[src/rtl/calculadora.sv]
// rtl/calculadora.sv - single-cycle unsigned 8-bit calculator with a registered 27-bit result word
//
// Purpose: on every rising clk edge the block samples A, B and op and
// registers the complete result word. The arithmetic, including the
// restoring divider, is fully combinational, so there is no handshake
// and no busy state.
//
// Ports:
//   clk      in   1   clock; all state updates on the rising edge
//   rst      in   1   asynchronous active-low reset; clears S immediately
//   A        in   8   first operand, unsigned
//   B        in   8   second operand, unsigned
//   op       in   2   00 add, 01 subtract, 10 multiply, 11 divide
//   S        out  27  registered result:
//                       [15:0]  magnitude / quotient
//                       [16]    negative flag
//                       [17]    divide-by-zero flag
//                       [25:18] remainder
//                       [26]    reserved, always 0
module calculadora (
  input  logic        clk,
  input  logic        rst,
  input  logic [7:0]  A,
  input  logic [7:0]  B,
  input  logic [1:0]  op,
  output logic [26:0] S
);

  localparam logic [1:0] OP_ADD = 2'b00;
  localparam logic [1:0] OP_SUB = 2'b01;
  localparam logic [1:0] OP_MUL = 2'b10;
  localparam logic [1:0] OP_DIV = 2'b11;

  logic [26:0] s_q;
  logic [26:0] s_d;

  logic [8:0]  div_rem;
  logic [8:0]  div_trial;
  logic [7:0]  div_quo;

  // Restoring division array: one row per dividend bit, MSB first. Each row
  // shifts the next dividend bit into the partial remainder and subtracts B
  // when it fits. The remainder always stays below B, so 8 bits hold it;
  // the ninth bit only carries the shifted-out MSB for the compare.
  // With B == 0 every row "fits"; that result is discarded by the
  // divide-by-zero path below.
  always_comb begin
    div_rem   = '0;
    div_trial = '0;
    div_quo   = '0;
    for (int i = 7; i >= 0; i--) begin
      div_trial = {div_rem[7:0], A[i]};
      if (div_trial >= {1'b0, B}) begin
        div_rem    = div_trial - {1'b0, B};
        div_quo[i] = 1'b1;
      end else begin
        div_rem = div_trial;
      end
    end
  end

  // Result word assembly. Every field not explicitly written stays 0,
  // which also keeps the reserved bit 26 clear.
  always_comb begin
    s_d = '0;
    case (op)
      OP_ADD: s_d[15:0] = 16'(A) + 16'(B);
      OP_SUB: begin
        // Sign-magnitude: equal operands take the A >= B branch, so a
        // zero difference never carries the negative flag.
        if (A >= B) begin
          s_d[15:0] = 16'(A - B);
        end else begin
          s_d[15:0] = 16'(B - A);
          s_d[16]   = 1'b1;
        end
      end
      OP_MUL: s_d[15:0] = 16'(A) * 16'(B);
      OP_DIV: begin
        if (B == 8'd0) begin
          s_d[17] = 1'b1;
        end else begin
          s_d[7:0]   = div_quo;
          s_d[25:18] = div_rem[7:0];
        end
      end
      default: s_d = '0;
    endcase
  end

  always_ff @(posedge clk or negedge rst) begin
    if (!rst) begin
      s_q <= '0;
    end else begin
      s_q <= s_d;
    end
  end

  assign S = s_q;

endmodule

[config.mk]
export PLATFORM = sky130hd
export DESIGN_NAME = calculadora
export DESIGN_NICKNAME = d
export VERILOG_FILES = /design/src/rtl/calculadora.sv
export SDC_FILE = /design/constraint.sdc
export NUM_CORES = 1
export LEC_CHECK = 0
export CORE_ASPECT_RATIO = 1.5
export CORE_MARGIN = 8
export CORE_UTILIZATION = 30
export DETAILED_ROUTE_END_ITERATION = 8
export GPL_ROUTABILITY_DRIVEN = 0
export PLACE_DENSITY = 0.44
export SETUP_SLACK_MARGIN = 0.15
export SYNTH_ARGS = -nofsm -noshare
export SYNTH_HDL_FRONTEND = slang
export SYNTH_SLANG_ARGS = --single-unit
[constraint.sdc]
create_clock -name clk -period 0.8 [get_ports clk]
set_input_delay 0.12 -clock clk [delete_from_list [all_inputs] [get_ports clk]]
set_output_delay 0.12 -clock clk [all_outputs]
set_load 0.1 [all_outputs]
---- Word level (Yosys, flattened, before mapping) ----
Index checks and enable logic that the tools add are counted.
cells by class
  $add $sub $neg .......................... 11
  $mul .................................... 1
  magnitude comparators ................... 9
  equal/unequal tests ..................... 3
  multiplexer cells ....................... 25
  reductions and logical operators ........ 2
operators with widths
  operator            count
  $mux 8              10
  $ge 9x8->1          7
  $sub 8x8->8         7
  $pmux 8 s4          1
  $pmux 8 s3          1
  $sub 8x8->9         2
  $mul 8x8->16        1
  $mux 16             1
  $mux 1              11
  $add 8x8->9         1
  $mux 9              1
  $ge 1x8->1          1
  $ge 8x8->1          1
  $logic_not 8->1     1
  $sub 1x8->8         1
  $eq 2x2->1 const B  2
  $eq 2x1->1 const B  1
  $logic_not 2->1     1
word-level totals
  bits in registers ....................... 26
  input bits .............................. 20
  logic and storage cells ................. 52

---- Longest topological paths before layout ----
Gate-level depths: netlist (run 1).
  word-level depth ........................ 18
  mapped depth ............................ 83
  depth with buffers taken out ............ 77

---- Worst setup path before layout (run 1) ----
No wires, ideal clock.
  path kind ............................... input -> register
  from .................................... input port B[1]
  to ...................................... register s_q[0] (netlist: S[0])
  arrival time ............................ 15204 ps
  setup slack ............................. -14532 ps
  stages .................................. 79
  buffers on the path ..................... 6
  cell sequence ........................... inv_1 ha_1 o211ai_1 nor2_1 a21oi_1 inv_1 ha_1 nand3b_1 a21oi_1 o31a_1 or2_1 buf_6 o21ai_0 inv_1 ha_1 nor2b_1 o31a_1 o21ai_0 (+43 left out) or4b_4 o21a_1 buf_6 mux2_4 inv_1 ha_1 a21o_1 a21o_1 a21o_1 a21o_1 a211o_1 a21o_1 a21oi_1 nand3_1 a211oi_2 buf_2 o221ai_1 a21boi_0
between the ends
  word-level cells in the longest chain between the ends .. 18
  elaborated cells on any way between the ends .. 28
  classes of those cells .................. 7 x add/sub; 9 x order compare; 11 x mux; 1 x reduce/logical
RTL lines
  item                                              line    source
  start, declared                                   24      input logic [7:0] B,
  $sub 1x8->8 / $ge 1x8->1 (equally long branches)  54, 53
  $mux 8                                            53      if (div_trial >= {1'b0, B}) begin
  $sub 8x8->8 / $ge 9x8->1 (equally long branches)  54, 53
  $mux 8                                            53
  $sub 8x8->8 / $ge 9x8->1 (equally long branches)  54, 53
  $mux 8                                            53
  $sub 8x8->8 / $ge 9x8->1 (equally long branches)  54, 53
  $mux 8                                            53
  (+3 left out)                                     --
  $mux 8                                            53
  $sub 8x8->8 / $ge 9x8->1 (equally long branches)  54, 53
  $mux 8                                            53
  $ge 9x8->1                                        53
  $mux 1                                            53
  $mux 8                                            80      if (B == 8'd0) begin
  $pmux 8 s4 *                                      66      case (op)
  named net s_d[0]                                  35      logic [26:0] s_d;
  end signal, assigned                              93      s_q <= '0;
  end signal, assigned                              95      s_q <= s_d;
  end, declared                                     34      logic [26:0] s_q;
The timed path passes the listed nets; every way through them passes the cells marked *.

---- Worst setup path in the final report (run 1) ----
  from .................................... input port B[0]
  to ...................................... register s_q[24] (netlist: S[24])
between the ends
  word-level cells in the longest chain between the ends .. 18
  elaborated cells on any way between the ends .. 27
  classes of those cells .................. 8 x add/sub; 8 x order compare; 10 x mux; 1 x reduce/logical
RTL lines
  item                                              line
  $sub 1x8->8 / $ge 1x8->1 (equally long branches)  54, 53
  $mux 8                                            53
  $sub 8x8->8 / $ge 9x8->1 (equally long branches)  54, 53
  $mux 8                                            53
  $sub 8x8->8 / $ge 9x8->1 (equally long branches)  54, 53
  $mux 8                                            53
  $sub 8x8->8 / $ge 9x8->1 (equally long branches)  54, 53
  $mux 8                                            53
  (+3 left out)                                     --
  $mux 8                                            53
  $sub 8x8->8 / $ge 9x8->1 (equally long branches)  54, 53
  $mux 8                                            53
  $ge 9x8->1 / $sub 8x8->8 (equally long branches)  53, 54
  $mux 8                                            53
  $mux 8 *                                          80
  $mux 9 *                                          66
  named net s_d[24]                                 35
Marks and branches as above.

==> results of run 1 <==
## through the flow
stage / hold WS (ns) / power, mW
2_1_floorplan: -0.176 / 18.4
3_3_place_gp: 0.495 / 30.4
3_5_place_dp: 0.488 / 30.6
4_1_cts: 0.194 / 34.3
5_1_grt: 0.201 / 38.4
6_report: 0.190 / 35.5
## power by group
| group | internal, mW | total (mW) | switching [mW] |
|---|---|---|---|
| registers | 1.96 | 2.26 | 0.300 |
| logic | 17.6 | 32.2 | 14.6 |
| clock network | 0.664 | 1.12 | 0.457 |
| total | 20.2 | 35.5 | 15.4 |
## critical path, delay by kind of cell
| kind | cells | cell delay (ns) |
|---|---|---|
| AOI/OAI and AO/OA | 39 | 6.13 |
| and+or+nand+nor | 12 | 2.14 |
| adders and majority gates | 8 | 1.86 |
| muxes | 6 | 1.84 |
| buffers and inverters | 8 | 0.86 |
## cells in the final DEF (no fill, tap or decap), types with 15 or more instances in the layout
cell,n
a21oi_1,32
xnor2_1,31
buf_6,36
o21ai_0,26
xor2_1,16
ha_1,97
fa_1,42
nand2_1,56
a21oi_2,16
buf_12,39
dfrtp_4,26
inv_1,79
a21o_1,21
nor2_1,60
ha_4,26
o21ai_2,15
buf_4,336
mux2_4,15
## per-layer routing
layer  up-vias  wire length (um)  share of wire
met5         -                 0              0
met4         0               497          0.020
met3        25               525          0.021
met2        88             14200           0.56
met1      3626             10200           0.40
li1       3790                 -              -
## timing repair
item / in CTS / in global routing
cloned: 1 / 0
setup endpoints to repair: 52 / 52
pin swaps: 71 / 68
gates resized for setup: 188 / 109
buffers inserted: 36 / 26
## worst paths after layout
kind	startpoint	end	slack [ns]	cells past startpoint
max	B[0]	S[24]	-12.02	73
min	rst	S[11]	0.19	2
max in group asynchronous	rst	S[23]	0.43	2
min in group clk	A[0]	S[18]	0.39	5
## cell type report
| cell class | count | area (um2) |
|---|---|---|
| fill | 2165 | 10700 |
| multi-input combinational | 705 | 6830 |
| timing repair buffer | 428 | 3890 |
| sequential | 26 | 748 |
| inverter | 106 | 444 |
| tap | 315 | 394 |
| clock buffer | 3 | 75.1 |
## cell families (layout without fill, tap and decap cells)
| group | Yosys count | count (layout) | synth area share |
|---|---|---|---|
| muxes | 38 | 38 | 0.0641 |
| AOI/OAI and AO/OA | 210 | 210 | 0.195 |
| other | 1 | 1 | 0.000534 |
| and+or+nand+nor | 233 | 233 | 0.162 |
| DFF | 26 | 26 | 0.0926 |
| adders and majority gates | 170 | 170 | 0.352 |
| buffers and inverters | 122 | 537 | 0.0686 |
| xor gates and xnor gates | 53 | 53 | 0.0661 |
==> impl_metrics.tcl, run 1 <==
set metrics [dict create \
    ir_drop_mv 2.02 \
    fin_nets 1460 \
    ant_nets 0 \
    setup_ws_ns -12.02 \
    maxCapViolations 0 \
    synth_area_um2 7030 \
    numCtsBuffers 3 \
    timing.final.max_slew_violations 0 \
    synthTopCellsByArea "ha_1, fa_1, dfrtp_1" \
    coreArea_um2 23100 \
    grt_max_degree 27 \
    yosysWarnings 0 \
    cts_tree "built" \
    instances_no_fill 1583 \
    stdcell_area_um2 12400 \
    synth_flop_cell "dfrtp_1" \
    fin_crit_sh 16.0 \
    grt_overflow 0 \
    max_freq_mhz 78.0 \
    die_width_um 141 \
    violations "negative setup slack" \
    grt_setup_unrepaired "yes" \
    grt.met1_usage 0.194 \
    finalHoldViolCount 0 \
    htree_num_levels 1 \
    grt_pass1_wl_mm 40.7 \
    setup_viol 52 \
    cts_buffer_depth 2 \
    post-synth-top-count-cell "ha_1" \
    grt_pass1_vias 7931 \
    worstPathRequired_ns 0.96 \
    start_util 0.305 \
    hold_buffers 0 \
    avgSynthCellArea_um2 8.24 \
    cp_max_fo 8 \
    hold_class "primary input to asynchronous set/reset pin" \
    first_pass_iters 5 \
    row_count 68 \
    synth.distinct_cells 70 \
    slew_headroom 0.649 \
    wirelength_mm 25.4 \
    met3_usage 0.00843 \
    drt-wirelength-per-cell_um 16.0 \
    clockRootBuffer "clkbuf_16" \
    num_vias 7529 \
    antenna_found_initial 0 \
    synth-seq-cells 26 \
    worst_pin_slew_ns 0.522 \
    clock_sinks 26 \
    die_h_um 203 \
    drive_above_1_share 0.509 \
    synth_top_cell_by_area "ha_1" \
    power_leakage_nw 6.01 \
    synth_nets 1043 \
    io_buffers 45 \
    vias_per_cell 4.76 \
    tns_ns -180.12 \
    yosysTopAreaCellShare 0.221 \
    layout_min_cycle_time_ns 12.82 \
    critPathLaunchType "primary input" \
    hpwl_mm 21.0 \
    die-area_um2 28700 \
    first_iter_violations 220 \
    netlist_top_cells_count "ha_1, inv_1, nor2_1" \
    critPathSlowestCell "or4b_4" \
    clkTransAtPathRegs_ns 0.06 \
    dp.cells 1518 \
    slowest_delay_ns 0.49 \
    largest_reg_flops 26 \
    syn-instance-count 853 \
    antenna_cells 0 \
    power_density_nw_per_um2 2870 \
    use_met2 0.359 \
    outcome "complete, but fails checks" \
    crit_type "primary input to flop" \
    worst_setup_path_end_kind "flop" \
    fin_util 0.537 \
    placed_cell_area_um2 10800 \
    ios 47 \
    synthArstFlopShare 1.00 \
    grt_usage 0.178 \
    synthToLayoutAreaGrowth_pct 76.3 \
    busiest_layer "met2" \
    synth_edf_count 0 \
    yosysSeqAreaShare 0.0926 \
    drcViolationCount 0 \
    place_ws_ns -13.44 \
    cp.arrival_ns 12.99 \
]
Note: power is estimated with default switching activity, not from simulation.
==> inputs of run 2 (changes only) <==
--- a/config.mk
+++ b/config.mk
@@ -11,7 +11,7 @@
 export DETAILED_ROUTE_END_ITERATION = 8
 export GPL_ROUTABILITY_DRIVEN = 0
 export PLACE_DENSITY = 0.44
-export SETUP_SLACK_MARGIN = 0.15
+export SETUP_SLACK_MARGIN = 0.1
 export SYNTH_ARGS = -nofsm -noshare
 export SYNTH_HDL_FRONTEND = slang
 export SYNTH_SLANG_ARGS = --single-unit
==> impl_metrics.tcl, run 2 (synthesized netlist as in run 1, its figures left out) <==
set metrics [dict create \
    die_h_um 203 \
    maxCapViolations 0 \
    hold_buffers 0 \
    hold_class "primary input to asynchronous set/reset pin" \
    worst_pin_slew_ns 0.519 \
    max_freq_mhz 78.2 \
    use_met2 0.359 \
    grt_pass1_wl_mm 40.7 \
    clkTransAtPathRegs_ns 0.06 \
    antenna_cells 0 \
    start_util 0.305 \
    wirelength_mm 25.3 \
    coreArea_um2 23100 \
    instances_no_fill 1581 \
    grt.met1_usage 0.194 \
    crit_type "primary input to flop" \
    grt_max_degree 27 \
    stdcell_area_um2 12400 \
    hpwl_mm 21.0 \
    htree_num_levels 1 \
    dp.cells 1518 \
    met3_usage 0.00843 \
    power_density_nw_per_um2 2870 \
    finalHoldViolCount 0 \
    setup_ws_ns -11.98 \
    clock_sinks 26 \
    synthToLayoutAreaGrowth_pct 76.1 \
    grt_setup_unrepaired "yes" \
    power_leakage_nw 6.00 \
    ant_nets 0 \
    layout_commonest_cell "buf_4" \
    fin_crit_sh 16.0 \
    drcViolationCount 0 \
    mostFrequentLayoutCells "buf_4, ha_1, inv_1" \
    antenna_found_initial 0 \
    outcome "complete, but fails checks" \
    drive_above_1_share 0.509 \
    grt_pass1_vias 7931 \
    fin_util 0.536 \
    placed_cell_area_um2 10800 \
    vias_per_cell 4.75 \
    clockRootBuffer "clkbuf_16" \
    die-area_um2 28700 \
    cp.arrival_ns 12.95 \
    critPathSlowestCell "or4b_4" \
    setup_viol 52 \
    ios 47 \
    grt_usage 0.178 \
    largest_reg_flops 26 \
    cp_max_fo 8 \
    cts_tree "built" \
    n_fill_cell 2164 \
    grt_overflow 0 \
    cts_buffer_depth 2 \
    busiest_layer "met2" \
    worst_setup_path_end_kind "flop" \
    first_iter_violations 190 \
    drt-wirelength-per-cell_um 16.0 \
    io_buffers 45 \
    ir_drop_mv 2.02 \
    num_vias 7511 \
    slowest_delay_ns 0.49 \
    die_width_um 141 \
    first_pass_iters 5 \
    place_ws_ns -13.44 \
    violations "negative setup slack" \
    layout_min_cycle_time_ns 12.78 \
    numCtsBuffers 3 \
    slew_headroom 0.650 \
    worstPathRequired_ns 0.96 \
    row_count 68 \
    critPathLaunchType "primary input" \
    fin_nets 1458 \
    timing.final.max_slew_violations 0 \
]
==> run 2: cell count changes in the layout (fill, tap and decap cells not counted) <==
| cell | delta |
|---|---|
| buf_4 | +1 |
| buf_6 | -3 |
| nor2_4 | +1 |
| nor2_1 | -1 |
==> run 2: critical path: cells and delay by family <==
kind	cells	cell delay [ns]
buffers and inverters	9	1.00
adder cells (fa/ha/maj)	8	1.90
AND/OR/NAND/NOR	11	2.08
AO/OA/AOI/OAI	39	5.98
multiplexers	6	1.84
==> run 2: path summary, 6_finish.rpt <==
path | from | endpoint | cells after the start
worst max-delay path | A[7] | S[24] | 73
worst min-delay path | rst | S[11] | 2
max in group asynchronous | rst | S[23] | 2
min in group clk | A[0] | S[18] | 5
==> run 2: where the power goes <==
| part | switching [mW] | internal (mW) | total (mW) |
|---|---|---|---|
| clock network | 0.456 | 0.664 | 1.12 |
| registers | 0.300 | 1.96 | 2.26 |
| logic | 14.6 | 17.5 | 32.1 |
| total | 15.3 | 20.2 | 35.5 |
==> run 2: metal layers <==
| metal | part of all wire | vias to the layer above | routed length [um] |
|---|---|---|---|
| li1 | - | 3784 | - |
| met1 | 0.40 | 3605 | 10200 |
| met2 | 0.56 | 97 | 14100 |
| met3 | 0.021 | 25 | 532 |
| met4 | 0.021 | 0 | 526 |
| met5 | 0 | - | 0 |
==> run 2: layout make-up <==
| cell class | count | area, um2 | share of cell area |
|---|---|---|---|
| multi-input combinational | 705 | 6840 | 0.553 |
| timing repair buffer | 426 | 3870 | 0.313 |
| sequential | 26 | 748 | 0.0605 |
| inverter | 106 | 444 | 0.0359 |
| tap | 315 | 394 | 0.0319 |
| clock buffer | 3 | 75.1 | 0.00607 |
==> run 2: what timing repair did <==
action	CTS	global route
pin swaps	71	68
cloned	1	0
buffers inserted	36	29
setup endpoints to repair	52	52
gates resized for setup	188	114
==> run 2: stage by stage <==
| stage | setup TNS [ns] | hold slack, ns | total power, mW |
|---|---|---|---|
| after floorplan | -178.92 | -0.176 | 18.4 |
| after global placement | -199.53 | 0.495 | 30.4 |
| after detailed placement | -203.03 | 0.488 | 30.6 |
| after CTS | -184.64 | 0.194 | 34.3 |
| after global routing | -189.46 | 0.201 | 38.4 |
| final | -179.33 | 0.191 | 35.5 |
==> inputs of run 3 (changes only) <==
--- a/config.mk
+++ b/config.mk
@@ -7,10 +7,10 @@
 export LEC_CHECK = 0
 export CORE_ASPECT_RATIO = 1.5
 export CORE_MARGIN = 8
-export CORE_UTILIZATION = 30
+export CORE_UTILIZATION = 32
 export DETAILED_ROUTE_END_ITERATION = 8
 export GPL_ROUTABILITY_DRIVEN = 0
-export PLACE_DENSITY = 0.44
+export PLACE_DENSITY = 0.46
 export SETUP_SLACK_MARGIN = 0.1
 export SYNTH_ARGS = -nofsm -noshare
 export SYNTH_HDL_FRONTEND = slang
==> impl_metrics.tcl, run 3 (synthesized netlist as in run 1, its figures left out) <==
set metrics [dict create \
    layout_commonest_cell "buf_4" \
    timing.final.max_slew_violations 0 \
    fin_crit_sh 16.2 \
    critPathLaunchType "primary input" \
    instances_no_fill 1519 \
    grt_pass1_wl_mm 39.3 \
    vias_per_cell 4.88 \
    die_h_um 197 \
    crit_type "primary input to flop" \
    hold_buffers 0 \
    fin_util 0.554 \
    finalHoldViolCount 0 \
    wirelength_mm 24.6 \
    cts_tree "built" \
    io_buffers 45 \
    slowest_delay_ns 0.53 \
    hpwl_mm 20.1 \
    cp_max_fo 6 \
    coreArea_um2 21600 \
    worst_setup_path_end_kind "flop" \
    die-area_um2 27000 \
    die_width_um 137 \
    htree_num_levels 1 \
    setup_viol 52 \
    dp.cells 1463 \
    grt_pass1_vias 7773 \
    first_iter_violations 164 \
    num_vias 7410 \
    layout_min_cycle_time_ns 12.97 \
    clockRootBuffer "clkbuf_16" \
    critPathSlowestCell "or4b_4" \
    grt_max_degree 27 \
    fin_nets 1439 \
    maxCapViolations 0 \
    grt_setup_unrepaired "yes" \
    largest_reg_flops 26 \
    tns_ns -181.76 \
    clkTransAtPathRegs_ns 0.06 \
    start_util 0.325 \
    first_pass_iters 6 \
    cp.arrival_ns 13.12 \
    clock_sinks 26 \
    p_total_mw 35.5 \
    synthToLayoutAreaGrowth_pct 70.5 \
    drt-wirelength-per-cell_um 16.2 \
    ant_nets 0 \
    numCtsBuffers 3 \
    worst_pin_slew_ns 0.483 \
    setup_ws_ns -12.17 \
    violations "negative setup slack" \
    drive_above_1_share 0.494 \
    outcome "complete, but fails checks" \
    grt_overflow 0 \
    ir_drop_mv 2.12 \
    power_density_nw_per_um2 2970 \
    grt_usage 0.182 \
    antenna_cells 0 \
    place_ws_ns -13.44 \
    power_leakage_nw 5.84 \
    antenna_found_initial 0 \
    slew_headroom 0.670 \
    hold_class "primary input to asynchronous set/reset pin" \
    drcViolationCount 0 \
    ios 47 \
    row_count 66 \
    max_freq_mhz 77.1 \
    worstPathRequired_ns 0.95 \
    mostFrequentLayoutCells "buf_4, ha_1, inv_1" \
    cts_buffer_depth 2 \
]
[run 3: power by group]
group          switching, mW  total (mW)  internal [mW]
combinational           14.8        32.2           17.4
sequential             0.295        2.26           1.96
clock                  0.439        1.10          0.663
total                   15.5        35.5           20.0
[run 3: path summary, 6_finish.rpt]
check	from	end	slack (ns)	depth (start not counted)
setup / recovery	A[7]	S[0]	-12.17	74
hold / removal	rst	S[12]	0.21	2
max in group asynchronous	rst	S[25]	0.42	2
min in group clk	A[0]	S[18]	0.48	5
[run 3: area by class of cell]
cell class | instances | area (um2)
tap | 272 | 340
sequential | 26 | 748
inverter | 106 | 438
clock buffer | 3 | 75.1
timing repair buffer | 407 | 3600
multi-input combinational | 705 | 6780
fill | 2018 | 9660
[run 3: layer usage]
metal / global-route usage / up-vias / share of wire
met2: 0.351 / 84 / 0.55
met1: 0.205 / 3553 / 0.41
met4: 0.0598 / 0 / 0.029
met3: 0.00713 / 34 / 0.021
met5: 0 / - / 0
li1: - / 3739 / -
[run 3: metrics by stage]
stage | hold slack (ns) | area [um2]
floorplan | -0.176 | 7370
global placement | 0.495 | 10600
detailed placement | 0.490 | 10600
CTS | 0.211 | 11400
global route | 0.215 | 12000
finish | 0.205 | 12000
[run 3: critical path: cells and delay by family]
family | cells | cell delay, ns
adders and majority gates | 8 | 1.84
AOI/OAI and AO/OA | 40 | 6.43
buffers and inverters | 11 | 1.17
and+or+nand+nor | 10 | 1.87
muxes | 5 | 1.62
[run 3: timing repair]
item	in CTS	in global routing
setup endpoints to repair	52	52
pin swaps	72	66
cloned	1	0
buffers inserted	37	16
gates resized for setup	158	82
